**config.mk**
```make
export PLATFORM = sky130hd
export DESIGN_NAME = ame_num_accum_flat
export DESIGN_NICKNAME = d
export VERILOG_FILES = /design/src/rtl/ame_num_accum_if.sv /design/src/rtl/ame_num_accum.sv /design/src/flat_wrapper.sv
export SDC_FILE = /design/constraint.sdc
export NUM_CORES = 2
export LEC_CHECK = 0
export ABC_AREA = 1
export BUFFER_PORTS_ARGS = -buffer_cell sky130_fd_sc_hd__buf_4
export CELL_PAD_IN_SITES_DETAIL_PLACEMENT = 1
export CELL_PAD_IN_SITES_GLOBAL_PLACEMENT = 1
export CORE_UTILIZATION = 40
export CTS_CLUSTER_SIZE = 14
export DETAILED_ROUTE_END_ITERATION = 16
export GPL_TIMING_DRIVEN = 0
export PLACE_DENSITY = 0.83
export REMOVE_ABC_BUFFERS = 1
export SLEW_MARGIN = 20
export SYNTH_ARGS = -nofsm -noshare
export SYNTH_HDL_FRONTEND = slang
export SYNTH_SLANG_ARGS = --single-unit
```
**constraint.sdc**
```tcl
create_clock -name clk_i -period 2.6 [get_ports clk_i]
set_input_delay 0.65 -clock clk_i [delete_from_list [all_inputs] [get_ports clk_i]]
set_output_delay 0.65 -clock clk_i [all_outputs]
set_load 0.02 [all_outputs]
```
**src/rtl/ame_num_accum_if.sv**
```systemverilog
// Operand/result bundle between the dot-product feeder and the accumulator.
// The feeder drives operands through master; the accumulator returns results through slave.
interface ame_num_accum_if #(
  parameter int IN_DATA_BITS   = 24,
  parameter int COMP_DATA_BITS = 64,
  parameter int CNT_BITS       = 16
);
  logic                      comp_init_i;
  logic                      comp_valid_i;
  logic                      comp_last_i;
  logic [IN_DATA_BITS-1:0]   comp_data_a_i;
  logic [IN_DATA_BITS-1:0]   comp_data_b_i;
  logic [COMP_DATA_BITS-1:0] comp_data_o;
  logic [CNT_BITS-1:0]       comp_count_o;
  logic                      comp_sat_o;
  logic                      comp_done_o;

  modport master (
    output comp_init_i, comp_valid_i, comp_last_i, comp_data_a_i, comp_data_b_i,
    input  comp_data_o, comp_count_o, comp_sat_o, comp_done_o
  );

  modport slave (
    input  comp_init_i, comp_valid_i, comp_last_i, comp_data_a_i, comp_data_b_i,
    output comp_data_o, comp_count_o, comp_sat_o, comp_done_o
  );
endinterface

```
**src/rtl/ame_num_accum.sv**
```systemverilog
// Saturating signed multiply-accumulate: stage 1 multiplies, stage 2 accumulates,
// and the result registers update once per completed sum.
// state | meaning
// IDLE  | waiting for comp_init_i, pairs ignored
// ACCUM | accepting operand pairs
// FLUSH | last pair in the pipeline, waiting for the result to land
module ame_num_accum #(
  parameter int IN_DATA_BITS   = 24,
  parameter int COMP_DATA_BITS = 64,
  parameter int CNT_BITS       = 16
) (
  input logic           clk_i,
  input logic           rst_n_i,
  ame_num_accum_if.slave bus
);
  localparam int PROD_BITS = 2 * IN_DATA_BITS;

  typedef enum logic [1:0] {IDLE, ACCUM, FLUSH} state_t;

  state_t state, state_nxt;

  logic                             accept;
  logic signed [IN_DATA_BITS-1:0]   a, b;
  logic signed [PROD_BITS-1:0]      prod;
  logic                             p1_valid, p1_last;
  logic signed [PROD_BITS-1:0]      p1_prod;
  logic                             p2_last;
  logic signed [COMP_DATA_BITS-1:0] acc, ext, sum, sum_sat;
  logic                             ovf, sat;
  logic [CNT_BITS-1:0]              cnt;

  assign a      = $signed(bus.comp_data_a_i);
  assign b      = $signed(bus.comp_data_b_i);
  assign prod   = PROD_BITS'(a) * PROD_BITS'(b);
  // init with valid accepts the pair as the first term of the new sum
  assign accept = bus.comp_valid_i && (bus.comp_init_i || state == ACCUM);

  assign ext = COMP_DATA_BITS'(p1_prod);
  assign sum = acc + ext;
  assign ovf = (acc[COMP_DATA_BITS-1] == ext[COMP_DATA_BITS-1]) &&
               (sum[COMP_DATA_BITS-1] != acc[COMP_DATA_BITS-1]);

  always_comb begin
    sum_sat = sum;
    if (ovf) begin
      sum_sat = acc[COMP_DATA_BITS-1] ? {1'b1, {(COMP_DATA_BITS-1){1'b0}}}
                                      : {1'b0, {(COMP_DATA_BITS-1){1'b1}}};
    end
  end

  always_ff @(posedge clk_i or negedge rst_n_i) begin
    if (!rst_n_i) state <= IDLE;
    else          state <= state_nxt;
  end

  always_comb begin
    state_nxt = state;
    if (bus.comp_init_i) begin
      state_nxt = (accept && bus.comp_last_i) ? FLUSH : ACCUM;
    end else begin
      case (state)
        IDLE:    state_nxt = IDLE;
        ACCUM:   if (accept && bus.comp_last_i) state_nxt = FLUSH;
        FLUSH:   if (p2_last) state_nxt = IDLE;
        default: state_nxt = IDLE;
      endcase
    end
  end

  // Stage 1 is reloaded every edge, so an init flushes whatever was in flight.
  always_ff @(posedge clk_i or negedge rst_n_i) begin
    if (!rst_n_i) begin
      p1_valid <= 1'b0;
      p1_last  <= 1'b0;
      p1_prod  <= '0;
    end else begin
      p1_valid <= accept;
      p1_last  <= accept && bus.comp_last_i;
      if (accept) p1_prod <= prod;
    end
  end

  always_ff @(posedge clk_i or negedge rst_n_i) begin
    if (!rst_n_i) begin
      acc     <= '0;
      cnt     <= '0;
      sat     <= 1'b0;
      p2_last <= 1'b0;
    end else if (bus.comp_init_i) begin
      acc     <= '0;
      cnt     <= '0;
      sat     <= 1'b0;
      p2_last <= 1'b0;
    end else begin
      p2_last <= 1'b0;
      if (p1_valid) begin
        acc     <= sum_sat;
        sat     <= sat | ovf;
        cnt     <= (&cnt) ? cnt : cnt + CNT_BITS'(1);
        p2_last <= p1_last;
      end
    end
  end

  // Result registers only move on completion, so partial sums never leak out.
  always_ff @(posedge clk_i or negedge rst_n_i) begin
    if (!rst_n_i) begin
      bus.comp_data_o  <= '0;
      bus.comp_count_o <= '0;
      bus.comp_sat_o   <= 1'b0;
      bus.comp_done_o  <= 1'b0;
    end else if (p2_last && !bus.comp_init_i) begin
      bus.comp_data_o  <= acc;
      bus.comp_count_o <= cnt;
      bus.comp_sat_o   <= sat;
      bus.comp_done_o  <= 1'b1;
    end else begin
      bus.comp_done_o  <= 1'b0;
    end
  end
endmodule

```
**src/flat_wrapper.sv**
```systemverilog
// flat-port wrapper written by rule: the top's interface ports become plain ports
module ame_num_accum_flat 
#(
  parameter int IN_DATA_BITS   = 24,
  parameter int COMP_DATA_BITS = 64,
  parameter int CNT_BITS       = 16
)
  (clk_i, rst_n_i, bus_comp_init_i, bus_comp_valid_i, bus_comp_last_i, bus_comp_data_a_i, bus_comp_data_b_i, bus_comp_data_o, bus_comp_count_o, bus_comp_sat_o, bus_comp_done_o);
  ame_num_accum_if #(.IN_DATA_BITS(IN_DATA_BITS), .COMP_DATA_BITS(COMP_DATA_BITS), .CNT_BITS(CNT_BITS)) bus_i ();
  input logic clk_i;
  input logic rst_n_i;
  input wire logic [$bits(bus_i.comp_init_i)-1:0] bus_comp_init_i;
  input wire logic [$bits(bus_i.comp_valid_i)-1:0] bus_comp_valid_i;
  input wire logic [$bits(bus_i.comp_last_i)-1:0] bus_comp_last_i;
  input wire logic [$bits(bus_i.comp_data_a_i)-1:0] bus_comp_data_a_i;
  input wire logic [$bits(bus_i.comp_data_b_i)-1:0] bus_comp_data_b_i;
  output wire logic [$bits(bus_i.comp_data_o)-1:0] bus_comp_data_o;
  output wire logic [$bits(bus_i.comp_count_o)-1:0] bus_comp_count_o;
  output wire logic [$bits(bus_i.comp_sat_o)-1:0] bus_comp_sat_o;
  output wire logic [$bits(bus_i.comp_done_o)-1:0] bus_comp_done_o;
  assign bus_i.comp_init_i = bus_comp_init_i;
  assign bus_i.comp_valid_i = bus_comp_valid_i;
  assign bus_i.comp_last_i = bus_comp_last_i;
  assign bus_i.comp_data_a_i = bus_comp_data_a_i;
  assign bus_i.comp_data_b_i = bus_comp_data_b_i;
  assign bus_comp_data_o = bus_i.comp_data_o;
  assign bus_comp_count_o = bus_i.comp_count_o;
  assign bus_comp_sat_o = bus_i.comp_sat_o;
  assign bus_comp_done_o = bus_i.comp_done_o;
  ame_num_accum #(.IN_DATA_BITS(IN_DATA_BITS), .COMP_DATA_BITS(COMP_DATA_BITS), .CNT_BITS(CNT_BITS)) u_core (.clk_i(clk_i), .rst_n_i(rst_n_i), .bus(bus_i));
endmodule
```
After elaboration in Yosys (flattened, before gate mapping) --
Cells that the tools add are included.
Word-level totals: input port bits 53, output and inout port bits 82, word-level logic and storage cells 50, register bits 216
Cells by class: mux-type cells 17, eq/ne operators 7, bitwise logic cells 1, $add $sub $neg 2, multiply operators 1, reductions and logical operators 10
Operators with widths (count):
- $mux W64 | 4
- $add A64 B48 Y64 | 1
- $mul A24 B24 Y48 | 1
- $mux W16 | 3
- $add A16 B1 Y16 const B | 1
- $reduce_and A16 Y1 | 1
- $mux W2 | 4
- $mux W1 | 5
- $logic_and A1 B1 Y1 | 4
- $pmux W2 S2 | 1
- $reduce_and A2 Y1 | 2
- $ne A3 B2 Y1 const B | 1
- $ne A3 B3 Y1 const B | 1
- $eq A2 B1 Y1 const B | 1
- $eq A2 B2 Y1 const B | 1
- $ne A2 B2 Y1 const B | 1
- $reduce_bool A2 Y1 | 1
- $eq A1 B1 Y1 | 1
- $logic_not A1 Y1 | 1
- $logic_or A1 B1 Y1 | 1
- $ne A1 B1 Y1 | 1
- $or A1 B1 Y1 | 1

Depth between registers and ports, before layout --
word-level depth 7, depth in mapped cells 30, depth with buffers taken out 29

Worst setup path before layout --
Ideal clock, no wire load.
path kind input port to flip-flop, start point input bus_comp_data_a_i[23], end point register u_core.p1_prod[45], slack -3.932 ns, stages on the path 24, arrival time 6.414 ns, path buffers 1, data required time 2.482 ns, library setup time 0.118 ns, cells stage by stage clkbuf_1 nand2_1 inv_1 fa_1 fa_1 fa_1 inv_1 fa_1 inv_1 fa_1 inv_1 fa_1 inv_1 fa_1 ha_1 nand2_1 nor2_1 inv_1 nor4_1 o21ai_0 nand3_1 nand2_1 nand3_1 nand2_1
On the way: cells in the longest elaborated chain, start to end 1
RTL lines:
- start: declaration | line flat_wrapper.sv:15 | input wire logic [$bits(bus_i.comp_data_a_i)-1:0] bus_comp_data_a_i;
- $mul A24 B24 Y48 | line ame_num_accum.sv:34 | assign prod = PROD_BITS'(a) * PROD_BITS'(b);
- end signal: assignment | line ame_num_accum.sv:79 | if (accept) p1_prod <= prod;
- end: declaration | line ame_num_accum.sv:26 | logic signed [PROD_BITS-1:0] p1_prod;
Every way passes these cells. A chain may end at the register's enable or synchronous reset.

Worst setup path in the final report --
start point input bus_comp_data_b_i[2], end point register u_core.p1_prod[24]
On the way: cells in the longest elaborated chain, start to end 1
RTL lines:
- start: declaration | line flat_wrapper.sv:16 | input wire logic [$bits(bus_i.comp_data_b_i)-1:0] bus_comp_data_b_i;
- $mul A24 B24 Y48 | line ame_num_accum.sv:34
Every way passes these cells.

==> metrics <==
Setup crit start kind=primary input; capture point of the worst reg-to-reg path=u_core.acc[41]$_DFFE_PN0P_; Slew HR=0.4936; CP required=3.10 ns; register area=0.005411 sq mm; # diodes=0; cells after synthesis=4999; nets=6069; total grt overflow=0; Worst R2R Start=u_core.p1_prod[47]$_DFFE_PN0P_; crit path from=bus_comp_data_b_i[2]; Multi-input gate area=0.02931 sq mm; vias per cell=5.451; R2R setup slack=-0.29 ns; Die W=303.9 um; synth warn=0; Util after Layout=0.5055; largest net degree at the start of global routing=92; Final period util=2.635; worst skew pair latency=0.58 ns; syn_area_per_cell=7.293 sq um; GP Congestion=1.010; Final Skew=0.01447 ns; DRT iter0 DRCs=2328; core area=0.09015 sq mm; H-tree depth=1; Hold Vio Cnt, Final=0; DR DRC count=0; Inserted Clock Buffers=24; HP Class=in -> reg; TritonCTS clock tree=done; share of the synthesized area in the top cell type=0.3338; root buf cell=clkbuf_16; per-cell routed wire length=24.56 um; Yosys cell types=46; Slew Limit Fails=0; Period minus WS final=6.850 ns; Final ANT Viol Nets=0; # Max-Cap Violations=0; drt first pass iters=5; final non-filler cell total=6401; clock slew at reported path FFs=0.06 ns; total wire length=157200 um; post-synthesis sequential area ratio=0.1483; commonest non-fill, non-tap cell in the layout=nand2_1; global-route wire length before repair=205600 um; post-synth top area cell=fa_1; synthesis-to-finish area growth=25.00%; failing checks=negative setup slack; die footprint=0.09236 sq mm; dpl hpwl=102200 um; Synth Cell Area=0.03646 sq mm; unrepaired setup endpoints after global routing=yes; share of post-route cells with drive strength above 1=0.2031; status=complete, but fails checks; setup ws final=-4.250 ns; Total GRT Usage=0.2853; Reg2Reg Depth=17; Hold EP=u_core.p1_last$_DFF_PN0_; Initial Utilization=0.4044; clock buffer depth=3; most frequent cells in the layout=nand2_1, inv_1, fa_1; CP max FO=4; Die Ht=303.9 um; vias=34890; crit end category=flip-flop; Crit Path Category=in -> reg; Yosys reg bits=216; largest cells by area after synthesis=fa_1, nand2_1, dfrtp_1; clock sinks=216; FMAX=146.0 MHz; Ports=135; Filler Cell Count=10880; PortBufs=134; number of antenna violations at the first check in global routing=0; WP data arrival=7.35 ns; vias in the first global route=36980; cell row count=110; # setup viols final=106; hold depth=3; HP Start=bus_comp_last_i; Worst-Margin Slew=0.7596 ns; placed cells=6173
==> critical path, stage by stage <==
cell,delay (ns)
buf_16,0.11
buf_12,0.13
buf_6,0.11
nand2_2,0.06
inv_2,0.03
fa_1,0.51
inv_2,0.06
fa_2,0.50
fa_1,0.59
inv_2,0.06
fa_1,0.57
inv_2,0.05
fa_1,0.54
inv_1,0.09
fa_1,0.56
inv_2,0.07
fa_1,0.66
inv_2,0.12
ha_4,0.37
nand2_4,0.10
buf_6,0.13
nor2_4,0.17
inv_4,0.07
o21ai_4,0.23
nand2_1,0.15
nand3b_1,0.13
nand3_1,0.34
nand2_1,0.17
==> cell type report <==
class	instances	area share
Multi-Input combinational cell	3393	0.6431
Timing Repair inverter	11	0.004008
Sequential cell	216	0.1187
Inverter	1249	0.1051
Clock buffer	33	0.01502
Tap cell	1176	0.03229
Clock inverter	8	0.003322
Timing Repair Buffer	315	0.07844
==> what timing repair did <==
action | CTS | global route
setup buffers | 60 | 101
pin swaps | 133 | 222
cloned | 6 | 20
hold buffers | 1 | 0
hold endpoints to repair | 35 | 0
resized for setup | 475 | 655
setup endpoints to repair | 109 | 109
==> synth_stat cells (all sizes together) <==
cell type	instances
and3	3
nand3b	24
clkbuf	126
nor2	211
and2	2
o31ai	3
a31oi	6
or2	9
o211ai	1
a21o	6
nor4	10
dfrtp	216
fa	608
o21ai	138
a21boi	5
ha	198
o21a	2
a31o	1
buf	16
o21bai	15
nand4	32
clkinv	2
a21oi	124
a211oi	3
nand2	1770
xnor2	24
xor2	40
nand3	125
inv	1247
o22ai	1
nor3	31
==> stage by stage <==
| step | setup slack, ns | hold WS [ns] | setup TNS (ns) | area (sq um) |
|---|---|---|---|---|
| finish | -4.250 | 0.3385 | -163.76 | 45570 |
| global route | -4.313 | 0.3298 | -171.79 | 45570 |
| CTS | -3.499 | 0.3000 | -155.34 | 41810 |
| detailed placement | -5.271 | 0.4685 | -271.89 | 38490 |
| global placement | -5.183 | 0.4561 | -768.66 | 38320 |
| floorplan | -3.724 | 0.3544 | -219.23 | 35850 |
==> flip-flops by register name (all words and copies together) (netlist names) <==
signal and cells:
u_core.acc 64, u_core.cnt 16, u_core.bus.comp_done_o 1, u_core.p1_last 1, u_core.p2_last 1, u_core.p1_valid 1, u_core.bus.comp_sat_o 1, u_core.p1_prod 48
u_core.bus.comp_count_o 16, u_core.sat 1, u_core.bus.comp_data_o 64, u_core.state 2
==> cell families (layout without fill, tap and decap cells) <==
family	after synthesis	after routing	synth area share
AND/OR/NAND/NOR	2217	2218	0.2443
buffers and inverters	1391	1616	0.1455
adder cells (fa/ha/maj)	806	806	0.4018
AO/OA/AOI/OAI	305	305	0.04472
flip-flops	216	216	0.1483
XOR/XNOR	64	64	0.01537
==> worst max-delay path by stage <==
stage,slack (ns),depth (start not counted),end
2_1_floorplan,-3.72,23,u_core.p1_prod[45]$_DFFE_PN0P_
3_3_place_gp,-5.18,24,u_core.p1_prod[46]$_DFFE_PN0P_
3_5_place_dp,-5.27,24,u_core.p1_prod[46]$_DFFE_PN0P_
4_1_cts,-3.50,30,u_core.p1_prod[34]$_DFFE_PN0P_
5_1_grt,-4.31,28,u_core.p1_prod[24]$_DFFE_PN0P_
6_report,-4.25,28,u_core.p1_prod[24]$_DFFE_PN0P_
==> layer usage <==
metal,track usage,up-vias,wire length [um]
li1,-,14960,-
met1,0.3221,17570,55220
met2,0.5336,1588,78850
met3,0.02368,777,10460
met4,0.1470,0,12660
met5,0,-,0
Power is left out: the tool's default activity adds up to more than one toggle a clock period on the data nets, which glitch-free logic cannot reach.
